--- config.mk ---
export PLATFORM = sky130hd
export DESIGN_NAME = ad_trig_gen
export DESIGN_NICKNAME = d
export VERILOG_FILES = /design/src/rtl/ad_trig_pkg.sv /design/src/rtl/ad_trig_ch.sv /design/src/rtl/ad_trig_gen.sv
export SDC_FILE = /design/constraint.sdc
export NUM_CORES = 1
export LEC_CHECK = 0
export BUFFER_PORTS_ARGS = -buffer_cell sky130_fd_sc_hd__buf_2
export CAP_MARGIN = 20
export CORE_MARGIN = 4
export CORE_UTILIZATION = 30
export CTS_CLUSTER_SIZE = 14
export DETAILED_ROUTE_END_ITERATION = 8
export PLACE_DENSITY_LB_ADDON = 0.12
export SETUP_SLACK_MARGIN = 0.05
export SLEW_MARGIN = 20
export SYNTH_ARGS = -nofsm -noshare
export SYNTH_HDL_FRONTEND = slang
export SYNTH_SLANG_ARGS = --single-unit
--- constraint.sdc ---
create_clock -name clk -period 5.81 [get_ports clk]
set_clock_uncertainty 0.1 [all_clocks]
set_input_delay 1.743 -clock clk [delete_from_list [all_inputs] [get_ports clk]]
set_output_delay 1.743 -clock clk [all_outputs]
set_load 0.02 [all_outputs]
--- src/rtl/ad_trig_pkg.sv ---
// ---------------------------------------------------------------------------
// ad_trig_pkg
// Shared definitions for the AD-start trigger generator:
//   - state_e   : lock supervision FSM states
//   - DEF_*     : default parameter values used by ad_trig_gen / ad_trig_ch
// ---------------------------------------------------------------------------
package ad_trig_pkg;

  typedef enum logic [1:0] {
    ST_IDLE      = 2'd0,
    ST_WAIT_SYNC = 2'd1,
    ST_RUN       = 2'd2
  } state_e;

  localparam int DEF_NUM_CH     = 4;
  localparam int DEF_CNT_W      = 32;
  localparam int DEF_DIV_W      = 16;
  localparam int DEF_IDX_W      = 16;
  localparam int DEF_PULSE_LEN  = 2;
  localparam int DEF_MIN_PERIOD = 16;

endpackage

--- src/rtl/ad_trig_ch.sv ---
// ---------------------------------------------------------------------------
// ad_trig_ch
// One trigger channel: spreads div_q start pulses evenly over the measured
// phase period with a multiplier-free DDA accumulator, stretches each fire
// into a PULSE_LEN-cycle ad_start pulse, tracks the sample index and a sticky
// overrun flag.
// Ports:
//   clk, rst_n   : clock, asynchronous active-low reset
//   sync_i       : accepted phase_valid (restart period, shadow divisor)
//   run_i        : DDA may advance this cycle (FSM staying in RUN)
//   clr_ovr_i    : clear sticky overrun (FSM in IDLE)
//   ch_en_i      : channel enable
//   ch_div_i     : pulses per period (sampled on sync_i)
//   period_i     : current shadowed phase period
//   ad_start_o   : AD start pulse
//   samp_idx_o   : index of the last trigger in the current period
//   overrun_o    : sticky overrun status
// ---------------------------------------------------------------------------
module ad_trig_ch
  import ad_trig_pkg::*;
#(
  parameter int CNT_W     = DEF_CNT_W,
  parameter int DIV_W     = DEF_DIV_W,
  parameter int IDX_W     = DEF_IDX_W,
  parameter int PULSE_LEN = DEF_PULSE_LEN
) (
  input  logic             clk,
  input  logic             rst_n,
  input  logic             sync_i,
  input  logic             run_i,
  input  logic             clr_ovr_i,
  input  logic             ch_en_i,
  input  logic [DIV_W-1:0] ch_div_i,
  input  logic [CNT_W-1:0] period_i,
  output logic             ad_start_o,
  output logic [IDX_W-1:0] samp_idx_o,
  output logic             overrun_o
);

  localparam int S_W  = CNT_W + 1;
  localparam int PC_W = (PULSE_LEN > 1) ? $clog2(PULSE_LEN) : 1;

  logic [DIV_W-1:0] div_q, div_d;
  logic [CNT_W-1:0] acc_q, acc_d;
  logic [IDX_W-1:0] idx_q, idx_d;
  logic             ovr_q, ovr_d;
  logic             start_q, start_d;
  logic [PC_W-1:0]  cnt_q, cnt_d;

  logic [S_W-1:0]   sum;
  logic [S_W-1:0]   rem;
  logic [S_W-1:0]   per_ext;
  logic             fire;

  // DDA step: one fire each time the accumulated divisor crosses the period.
  // The remainder is carried so fires land evenly; a remainder still >= the
  // period means more than one fire was due this cycle (div_q > period).
  always_comb begin
    div_d   = div_q;
    acc_d   = acc_q;
    idx_d   = idx_q;
    ovr_d   = ovr_q;
    start_d = start_q;
    cnt_d   = cnt_q;
    fire    = 1'b0;
    per_ext = {1'b0, period_i};
    sum     = {1'b0, acc_q} + S_W'(div_q);
    rem     = sum - per_ext;

    if (sync_i) begin
      // Sync wins over any DDA fire due in the same cycle: sample 0 only.
      div_d = ch_div_i;
      acc_d = '0;
      idx_d = '0;
      fire  = ch_en_i && (ch_div_i != '0);
    end else if (run_i && ch_en_i && (div_q != '0)) begin
      if (sum >= per_ext) begin
        fire  = 1'b1;
        idx_d = (&idx_q) ? idx_q : idx_q + IDX_W'(1);
        if (rem >= per_ext) begin
          ovr_d = 1'b1;
          acc_d = '0;
        end else begin
          acc_d = rem[CNT_W-1:0];
        end
      end else begin
        acc_d = sum[CNT_W-1:0];
      end
    end else begin
      acc_d = '0;
    end

    // A fire during an active pulse is dropped and flagged, never stretched.
    if (fire && !start_q) begin
      start_d = 1'b1;
      cnt_d   = PC_W'(PULSE_LEN - 1);
    end else if (start_q) begin
      if (cnt_q == '0) begin
        start_d = 1'b0;
      end else begin
        cnt_d = cnt_q - PC_W'(1);
      end
    end
    if (fire && start_q) begin
      ovr_d = 1'b1;
    end

    if (clr_ovr_i) begin
      ovr_d = 1'b0;
    end
  end

  always_ff @(posedge clk or negedge rst_n) begin
    if (!rst_n) begin
      div_q   <= '0;
      acc_q   <= '0;
      idx_q   <= '0;
      ovr_q   <= 1'b0;
      start_q <= 1'b0;
      cnt_q   <= '0;
    end else begin
      div_q   <= div_d;
      acc_q   <= acc_d;
      idx_q   <= idx_d;
      ovr_q   <= ovr_d;
      start_q <= start_d;
      cnt_q   <= cnt_d;
    end
  end

  assign ad_start_o = start_q;
  assign samp_idx_o = idx_q;
  assign overrun_o  = ovr_q;

endmodule

--- src/rtl/ad_trig_gen.sv ---
// ---------------------------------------------------------------------------
// ad_trig_gen
// Multi-channel AD-start trigger generator slaved to the phase-detector
// period measurement. Holds the lock FSM, the shadowed period and the
// watchdog; each channel is an ad_trig_ch instance.
// Ports:
//   clk, rst_n   : clock, asynchronous active-low reset
//   en           : global enable, low forces IDLE
//   phase_valid  : single-cycle strobe at each phase-detect edge
//   phase_cnt    : measured period, valid with phase_valid
//   ch_en        : per-channel enable
//   ch_div       : per-channel pulses per period, channel i at [i*DIV_W +: DIV_W]
//   ad_start     : AD start pulses
//   samp_idx     : per-channel index of last trigger, channel i at [i*IDX_W +: IDX_W]
//   locked       : high while in RUN
//   overrun      : per-channel sticky overrun
// ---------------------------------------------------------------------------
module ad_trig_gen
  import ad_trig_pkg::*;
#(
  parameter int NUM_CH     = DEF_NUM_CH,
  parameter int CNT_W      = DEF_CNT_W,
  parameter int DIV_W      = DEF_DIV_W,
  parameter int IDX_W      = DEF_IDX_W,
  parameter int PULSE_LEN  = DEF_PULSE_LEN,
  parameter int MIN_PERIOD = DEF_MIN_PERIOD
) (
  input  logic                    clk,
  input  logic                    rst_n,
  input  logic                    en,
  input  logic                    phase_valid,
  input  logic [CNT_W-1:0]        phase_cnt,
  input  logic [NUM_CH-1:0]       ch_en,
  input  logic [NUM_CH*DIV_W-1:0] ch_div,
  output logic [NUM_CH-1:0]       ad_start,
  output logic [NUM_CH*IDX_W-1:0] samp_idx,
  output logic                    locked,
  output logic [NUM_CH-1:0]       overrun
);

  localparam int WD_W = CNT_W + 1;

  state_e           state_q, state_d;
  logic [CNT_W-1:0] p_q, p_d;
  logic [WD_W-1:0]  wd_q, wd_d;

  logic             period_ok;
  logic             sync_evt;
  logic             wd_expire;
  logic             dda_run;
  logic             clr_ovr;

  assign period_ok = phase_valid && (phase_cnt >= CNT_W'(MIN_PERIOD));
  assign sync_evt  = en && period_ok &&
                     ((state_q == ST_WAIT_SYNC) || (state_q == ST_RUN));
  // wd_q counts cycles since the last sync, so it expires on the 2*P-th one.
  assign wd_expire = (wd_q >= ({p_q, 1'b0} - WD_W'(1)));

  // Lock FSM, period shadow and watchdog.
  always_comb begin
    state_d = state_q;
    p_d     = p_q;
    wd_d    = wd_q;

    case (state_q)
      ST_IDLE: begin
        if (en) state_d = ST_WAIT_SYNC;
      end
      ST_WAIT_SYNC: begin
        if (period_ok) state_d = ST_RUN;
      end
      ST_RUN: begin
        if (phase_valid && !period_ok) begin
          state_d = ST_WAIT_SYNC;
        end else if (!phase_valid && wd_expire) begin
          state_d = ST_WAIT_SYNC;
        end
      end
      default: state_d = ST_IDLE;
    endcase
    if (!en) begin
      state_d = ST_IDLE;
    end

    if (sync_evt) begin
      p_d  = phase_cnt;
      wd_d = '0;
    end else if (state_q == ST_RUN) begin
      wd_d = wd_q + WD_W'(1);
    end else begin
      wd_d = '0;
    end
  end

  always_ff @(posedge clk or negedge rst_n) begin
    if (!rst_n) begin
      state_q <= ST_IDLE;
      p_q     <= '0;
      wd_q    <= '0;
    end else begin
      state_q <= state_d;
      p_q     <= p_d;
      wd_q    <= wd_d;
    end
  end

  // The DDA advances only while RUN persists; the cycle that leaves RUN
  // already produces no new fires and clears the accumulators.
  assign dda_run = (state_q == ST_RUN) && (state_d == ST_RUN);
  assign clr_ovr = (state_q == ST_IDLE);
  assign locked  = (state_q == ST_RUN);

  for (genvar i = 0; i < NUM_CH; i++) begin : g_ch
    ad_trig_ch #(
      .CNT_W     (CNT_W),
      .DIV_W     (DIV_W),
      .IDX_W     (IDX_W),
      .PULSE_LEN (PULSE_LEN)
    ) u_ch (
      .clk        (clk),
      .rst_n      (rst_n),
      .sync_i     (sync_evt),
      .run_i      (dda_run),
      .clr_ovr_i  (clr_ovr),
      .ch_en_i    (ch_en[i]),
      .ch_div_i   (ch_div[i*DIV_W +: DIV_W]),
      .period_i   (p_q),
      .ad_start_o (ad_start[i]),
      .samp_idx_o (samp_idx[i*IDX_W +: IDX_W]),
      .overrun_o  (overrun[i])
    );
  end

endmodule

==> flow_metrics.py, run 1 <==
metrics = {
    "outcome": {
        "status": "complete, but fails checks",
        "failed_checks": "setup timing",
    },
    "routing": {
        "wl_um": 116800,
        "via_per_inst": 5.178,
        "dr.pass1.iters": 7,
        "routedWlPerCell_um": 19.79,
        "ant_nets": 0,
        "drt_iter0_markers": 1861,
        "drc": 0,
        "vias": 30550,
    },
    "critical_path": {
        "critical_path_arrival_ns": 6.80,
        "critPathLaunchType": "flop",
        "crit_type": "flop to flop",
        "r2r_cells": 29,
        "critPathMaxStageDelay_ns": 0.54,
        "crit_path_end_kind": "flop",
        "r2r_slack_ns": -0.62,
        "cp_max_fo": 28,
        "crit_slowest_cell": "or4_4",
        "worst_ep_required_time_ns": 6.18,
    },
    "timing": {
        "slew_headroom_pct": 33.88,
        "rsz0062_at_grt": "yes",
        "setup_viol": 131,
        "fmax_ghz": 0.1556,
        "fin_crit_ns": 6.429,
        "tns_ns": -53.29,
        "tightest_slew_ns": 0.9918,
        "slew_viol_final": 0,
        "period_share_pct": 110.6,
        "layout_setup_ws_ns": -0.6186,
        "finalHoldViolCount": 0,
    },
    "grt": {
        "grt_usage_pct": 21.71,
        "overflow": 0,
        "first_global_vias": 30290,
        "grt_pass1_wl_um": 177500,
        "antenna_found_initial": 11,
        "grt_max_degree": 130,
    },
    "clock_tree": {
        "cts_tree": "built",
        "cts-root-buf": "clkbuf_16",
        "clock_sinks": 335,
        "cts_hold_buf": 0,
        "numCtsBuffers": 46,
        "htreeDepth": 2,
        "clk_latency_ns": 0.60,
        "clk_pin_slew_ns": 0.06,
        "clock_path_buffers": 3,
    },
    "placed_design": {
        "portBuffers": 176,
        "dp.cells": 5732,
        "dp_hpwl_um": 89030,
        "dpl_cell_area_um2": 38280,
        "place_congestion": 0.8936,
    },
    "logic_synthesis": {
        "yosys_warnings": 0,
        "synth_most_common_cell": "nand2_1",
        "synth_cell_types": 84,
        "ys_ff_latch": 335,
        "synth_common_cells": "477 x nand2_1, 362 x ha_1, 335 x dfrtp_1, 275 x a21oi_1, 270 x nor2_1",
        "synth_ff_type": "dfrtp_1",
        "synth_edf_count": 0,
        "yosys.area.top_type": "dfrtp_1",
        "synth_top_area_share_pct": 28.10,
        "synthArstFlopShare_pct": 100.0,
        "avgSynthCellArea_um2": 8.296,
        "synth_nets": 4070,
        "syn_area_um2": 29830,
        "synth_area_leaders": "dfrtp_1 28%, ha_1 15%, nand2_1 6.0%, xnor2_1 5.8%, a21oi_1 4.6%",
        "synth_cells": 3596,
        "seq_area_frac_synth_pct": 28.10,
    },
    "die": {
        "dieArea_um2": 104600,
        "fp.dieH_um": 323.4,
        "core_area_um2": 98560,
        "rows": 115,
        "io_pins": 177,
        "die_x_um": 323.4,
        "start_util_pct": 30.27,
    },
    "flow_run": {
        "drv_cap": 0,
    },
    "layout": {
        "final_core_util_pct": 43.56,
        "stdcell_area_um2": 42930,
        "final_nets": 5045,
        "layout-drive-gt1-share_pct": 33.16,
        "areaGrowthSynthToFinish_pct": 43.90,
        "layout.cells.non_filler": 5900,
        "fillCellCount": 9839,
    },
    "power": {
        "ir_drop_uv": 215.1,
        "pwr_density_cell_nw_per_um2": 366.2,
        "p_leak_nw": 20.70,
    },
    "hold_path": {
        "whs_path_depth": 1,
        "hp-class": "flop to flop",
    },
}
flip-flops by register name, summed over array words and instances (netlist names), 4 cells and up:
signal / cells
g_ch.u_ch.overrun_o: 4
g_ch.u_ch.samp_idx_o: 64
g_ch.u_ch.div_q: 64
g_ch.u_ch.cnt_q: 4
wd_q: 33
g_ch.u_ch.ad_start_o: 4
g_ch.u_ch.acc_q: 128
p_q: 32
where the power goes:
part | switching (W) | internal [W]
clock network | 0.00122 | 0.00195
logic | 0.00525 | 0.00459
registers | 0.000179 | 0.00254
worst max-delay path, delay by kind of cell, from the launching register on:
family / cells / cell delay, ns
AO/OA/AOI/OAI: 12 / 2.31
adder cells (fa/ha/maj): 4 / 1.27
AND/OR/NAND/NOR: 8 / 1.37
buffers and inverters: 3 / 0.53
XOR/XNOR: 2 / 0.30
flip-flops: 1 / 0.40
kinds of logic after synthesis:
group	synth area share (%)
simple gates	22.28
flops	28.10
buf+inv	3.401
xor+xnor	8.690
mux	1.153
compound gates	20.66
fa+ha+maj	15.72
worst paths after layout:
path                                                   end                  start
worst max-delay path                g_ch[1].u_ch.acc_q[13]  g_ch[1].u_ch.div_q[0]
worst min-delay path                    g_ch[3].u_ch.cnt_q     g_ch[3].u_ch.cnt_q
worst max register to register      g_ch[1].u_ch.acc_q[13]  g_ch[1].u_ch.div_q[0]
worst min register to register          g_ch[3].u_ch.cnt_q     g_ch[3].u_ch.cnt_q
max in group asynchronous            g_ch[3].u_ch.acc_q[1]                  rst_n
min in group asynchronous       g_ch[0].u_ch.samp_idx_o[3]                  rst_n
repair_timing:
item | CTS | global route
buffers inserted | 44 | 32
cloned | 4 | 4
pin swaps | 153 | 142
endpoints found under the setup margin | 148 | 173
resized for setup | 238 | 221
metal layers:
layer / GRT usage, % / vias to the layer above / wire [µm]
met3: 3.072 / 125 / 5979
met2: 35.68 / 568 / 53410
met5: 0 / - / 7
met1: 30.25 / 14680 / 54850
met4: 4.925 / 2 / 2530
li1: - / 15180 / -
through the flow:
step,hold WS (ns),total power [W],worst slack [ns]
finish,0.4039,0.01572,-0.6186
detailed placement,0.3880,0.01164,-0.9705
global route,0.4254,0.01690,-0.8766
global placement,0.3838,0.01166,-0.9940
floorplan,0.3669,0.007617,-0.1305
CTS,0.4038,0.01539,-0.7042
placed cells by master (no fill, tap or decap), types with 22 or more instances in the layout:
| cell type | instances |
|---|---|
| dfrtp_1 | 333 |
| nand4_1 | 93 |
| o21a_1 | 35 |
| buf_2 | 175 |
| nor3_1 | 37 |
| nand3_2 | 22 |
| xor2_1 | 94 |
| a22oi_2 | 27 |
| inv_1 | 137 |
| a21oi_2 | 61 |
| nor4_1 | 55 |
| and3_1 | 54 |
| o21ai_1 | 30 |
| nand2_1 | 470 |
| a31oi_1 | 31 |
| xnor2_1 | 165 |
| mux2i_1 | 31 |
| nand2b_1 | 34 |
| o21ai_0 | 126 |
| nor2b_1 | 28 |
| nand3_1 | 111 |
| a21o_1 | 108 |
| buf_6 | 26 |
| ha_1 | 340 |
| nor2_1 | 250 |
| a22o_1 | 28 |
| xnor2_2 | 31 |
| a21oi_1 | 205 |
| o21bai_1 | 28 |
| clkbuf_16 | 49 |
| buf_4 | 812 |
| or3_1 | 29 |
layout make-up:
class                           instances  area [µm²]  share of cell area, %
Antenna cell                            8       20.02                0.04663
Clock inverter                         18       281.5                 0.6557
Sequential cell                       335        8386                  19.53
Timing Repair Buffer                 1040        7802                  18.17
Clock buffer                           64        1370                  3.191
Multi-Input combinational cell       3011       22950                  53.45
Inverter                              137       514.2                  1.198
Tap cell                             1287        1610                  3.751
Note: power is estimated with default switching activity, not from simulation.
==> run 2, diff against run 1 <==
Settings changed: CORE_MARGIN 4 to 2, SKIP_LAST_GASP set to 1.
==> run 2 against run 1 <==
  * The run still ends with setup timing left
  * Clock power decreased by 6%
  * Sequential share of layout area about the same
  * Die area decreased by 2.5%
  * First-iteration DRC count decreased by 10%
  * Worst setup slack got worse by 0.10 ns
  * Combinational power increased by 1%
  * Fmax decreased by 1.6%
  * Largest power group unchanged
==> flow_metrics.py, run 2 (synthesis gave the netlist of run 1 again) <==
metrics = {
    "critical_path": {
        "r2r_end": "g_ch[2].u_ch.acc_q[1]",
        "crit_path_end_kind": "flop",
        "crit_slowest_cell": "a2111o_1",
        "crit_family": "compound AO/OA/AOI/OAI gates",
        "critPathMaxStageDelay_ns": 0.48,
        "r2r_cells": 29,
        "cp_max_fo": 5,
        "crit_top_cell": "a21oi_2",
        "critPathBufInv": 3,
        "critPathLaunchType": "flop",
        "crit_type": "flop to flop",
        "r2r_slack_ns": -0.72,
        "timing.rr.start": "g_ch[2].u_ch.div_q[0]",
        "worst_ep_required_time_ns": 6.23,
        "critical_path_arrival_ns": 6.96,
    },
    "placed_design": {
        "place_congestion": 0.9049,
        "dp_hpwl_um": 91110,
        "portBuffers": 176,
        "place_ws_ns": -1.006,
    },
    "grt": {
        "first_global_vias": 30780,
        "antenna_found_initial": 6,
        "overflow": 0,
        "grt_pass1_wl_um": 182200,
        "grt_usage_pct": 22.84,
        "grt_max_degree": 77,
    },
    "layout": {
        "areaGrowthSynthToFinish_pct": 44.26,
        "regArea_um2": 8386,
        "final_nets": 5072,
        "largest_register_ffs": 128,
        "regMostFlops": "g_ch.u_ch.acc_q",
        "layout-drive-gt1-share_pct": 33.35,
        "layout_common_cells": "828 x buf_4, 472 x nand2_1, 336 x ha_1",
        "layout_commonest_cell": "buf_4",
        "multi_input_area_um2": 22910,
        "final_core_util_pct": 43.73,
        "fillCellCount": 10010,
    },
    "die": {
        "die_x_um": 319.4,
        "dieArea_um2": 102000,
        "start_util_pct": 30.31,
        "rows": 115,
        "fp.dieH_um": 319.4,
        "core_area_um2": 98420,
        "io_pins": 177,
    },
    "outcome": {
        "failed_checks": "setup timing",
        "status": "complete, but fails checks",
    },
    "power": {
        "p_int_w": 0.008967,
        "clkPwrFrac_pct": 19.1,
        "seq_power_share_pct": 17.4,
        "swShare_pct": 42.80,
        "p_leak_nw": 20.69,
        "p_total_w": 0.01568,
        "ir_drop_uv": 215.9,
        "pwr_density_cell_nw_per_um2": 364.3,
        "p_sw_w": 0.006710,
        "pwr-share-comb_pct": 63.5,
    },
    "timing": {
        "period_share_pct": 112.4,
        "finalHoldWorstSlack_ns": 0.4060,
        "tns_ns": -69.93,
        "slew_headroom_pct": 44.28,
        "tightest_slew_ns": 0.8358,
        "rsz0062_at_grt": "yes",
        "fin_crit_ns": 6.532,
        "setup_viol": 132,
        "finalHoldViolCount": 0,
        "slew_viol_final": 0,
        "layout_setup_ws_ns": -0.7224,
        "fmax_ghz": 0.1531,
    },
    "clock_tree": {
        "clk_latency_ns": 0.61,
        "clock_sinks": 335,
        "clock_path_buffers": 3,
        "numCtsBuffers": 47,
        "cts_hold_buf": 0,
        "cts-root-buf": "clkbuf_16",
        "htreeDepth": 2,
        "cts_tree": "built",
        "clk_pin_slew_ns": 0.06,
    },
    "routing": {
        "vias": 30780,
        "via_per_inst": 5.200,
        "drt_iter0_markers": 1668,
        "drc": 0,
        "wl_um": 119300,
        "ant_nets": 0,
        "routedWlPerCell_um": 20.15,
        "dr.pass1.iters": 5,
    },
    "hold_path": {
        "whs_path_depth": 1,
        "hold_end": "g_ch[3].u_ch.cnt_q",
        "holdCritStartpoint": "g_ch[3].u_ch.cnt_q",
        "hp-class": "flop to flop",
    },
    "flow_run": {
        "drv_cap": 0,
    },
}
run 2: final cells by class:
class	instances	share of cell area [%]
flip-flops and latches	335	19.48
repair buffers	1066	18.73
clock buffers	69	3.326
well taps	1287	3.742
diodes	2	0.01163
clock inverters	12	0.2907
inverters	137	1.195
multi-input cells	3011	53.23
run 2: how the worst max path moves through the flow:
stage	depth (start not counted)	end	start	slack (ns)
after floorplan	27	g_ch[2].u_ch.acc_q[11]	g_ch[2].u_ch.div_q[0]	-0.13
after global placement	28	g_ch[2].u_ch.acc_q[1]	g_ch[2].u_ch.div_q[0]	-1.03
after detailed placement	29	g_ch[2].u_ch.acc_q[1]	g_ch[2].u_ch.div_q[0]	-1.01
after CTS	32	g_ch[2].u_ch.acc_q[10]	g_ch[2].u_ch.div_q[0]	-0.70
after global routing	29	g_ch[1].u_ch.acc_q[1]	g_ch[1].u_ch.div_q[0]	-0.94
final	29	g_ch[2].u_ch.acc_q[1]	g_ch[2].u_ch.div_q[0]	-0.72
run 2: power by group through the flow:
| stage | sequential (W) | clock, W | combinational [W] |
|---|---|---|---|
| after CTS | 0.00273 | 0.00309 | 0.00950 |
| final | 0.00273 | 0.00299 | 0.00996 |
| after floorplan | 0.00272 | 0 | 0.00490 |
| after detailed placement | 0.00277 | 0 | 0.00891 |
| after global placement | 0.00276 | 0 | 0.00894 |
| after global routing | 0.00276 | 0.00318 | 0.0109 |
run 2: layer usage:
metal / up-vias / global-route usage, % / wire length, µm
li1: 15200 / - / -
met1: 14780 / 31.50 / 56630
met2: 611 / 37.09 / 53190
met3: 178 / 3.290 / 5333
met4: 8 / 6.258 / 4082
met5: - / 0 / 46
run 2: repair_timing:
action	CTS	global route
endpoints found under the setup margin	159	180
pin swaps	208	190
resized for setup	273	209
cloned	9	2
hold endpoints to repair	0	0
buffers inserted	68	45
run 2: per-stage QoR:
step | area, µm² | instances
2_1_floorplan | 30180 | 3596
3_3_place_gp | 38230 | 5730
3_5_place_dp | 38230 | 5730
4_1_cts | 41760 | 5884
5_1_grt | 43030 | 5917
6_report | 43040 | 5919
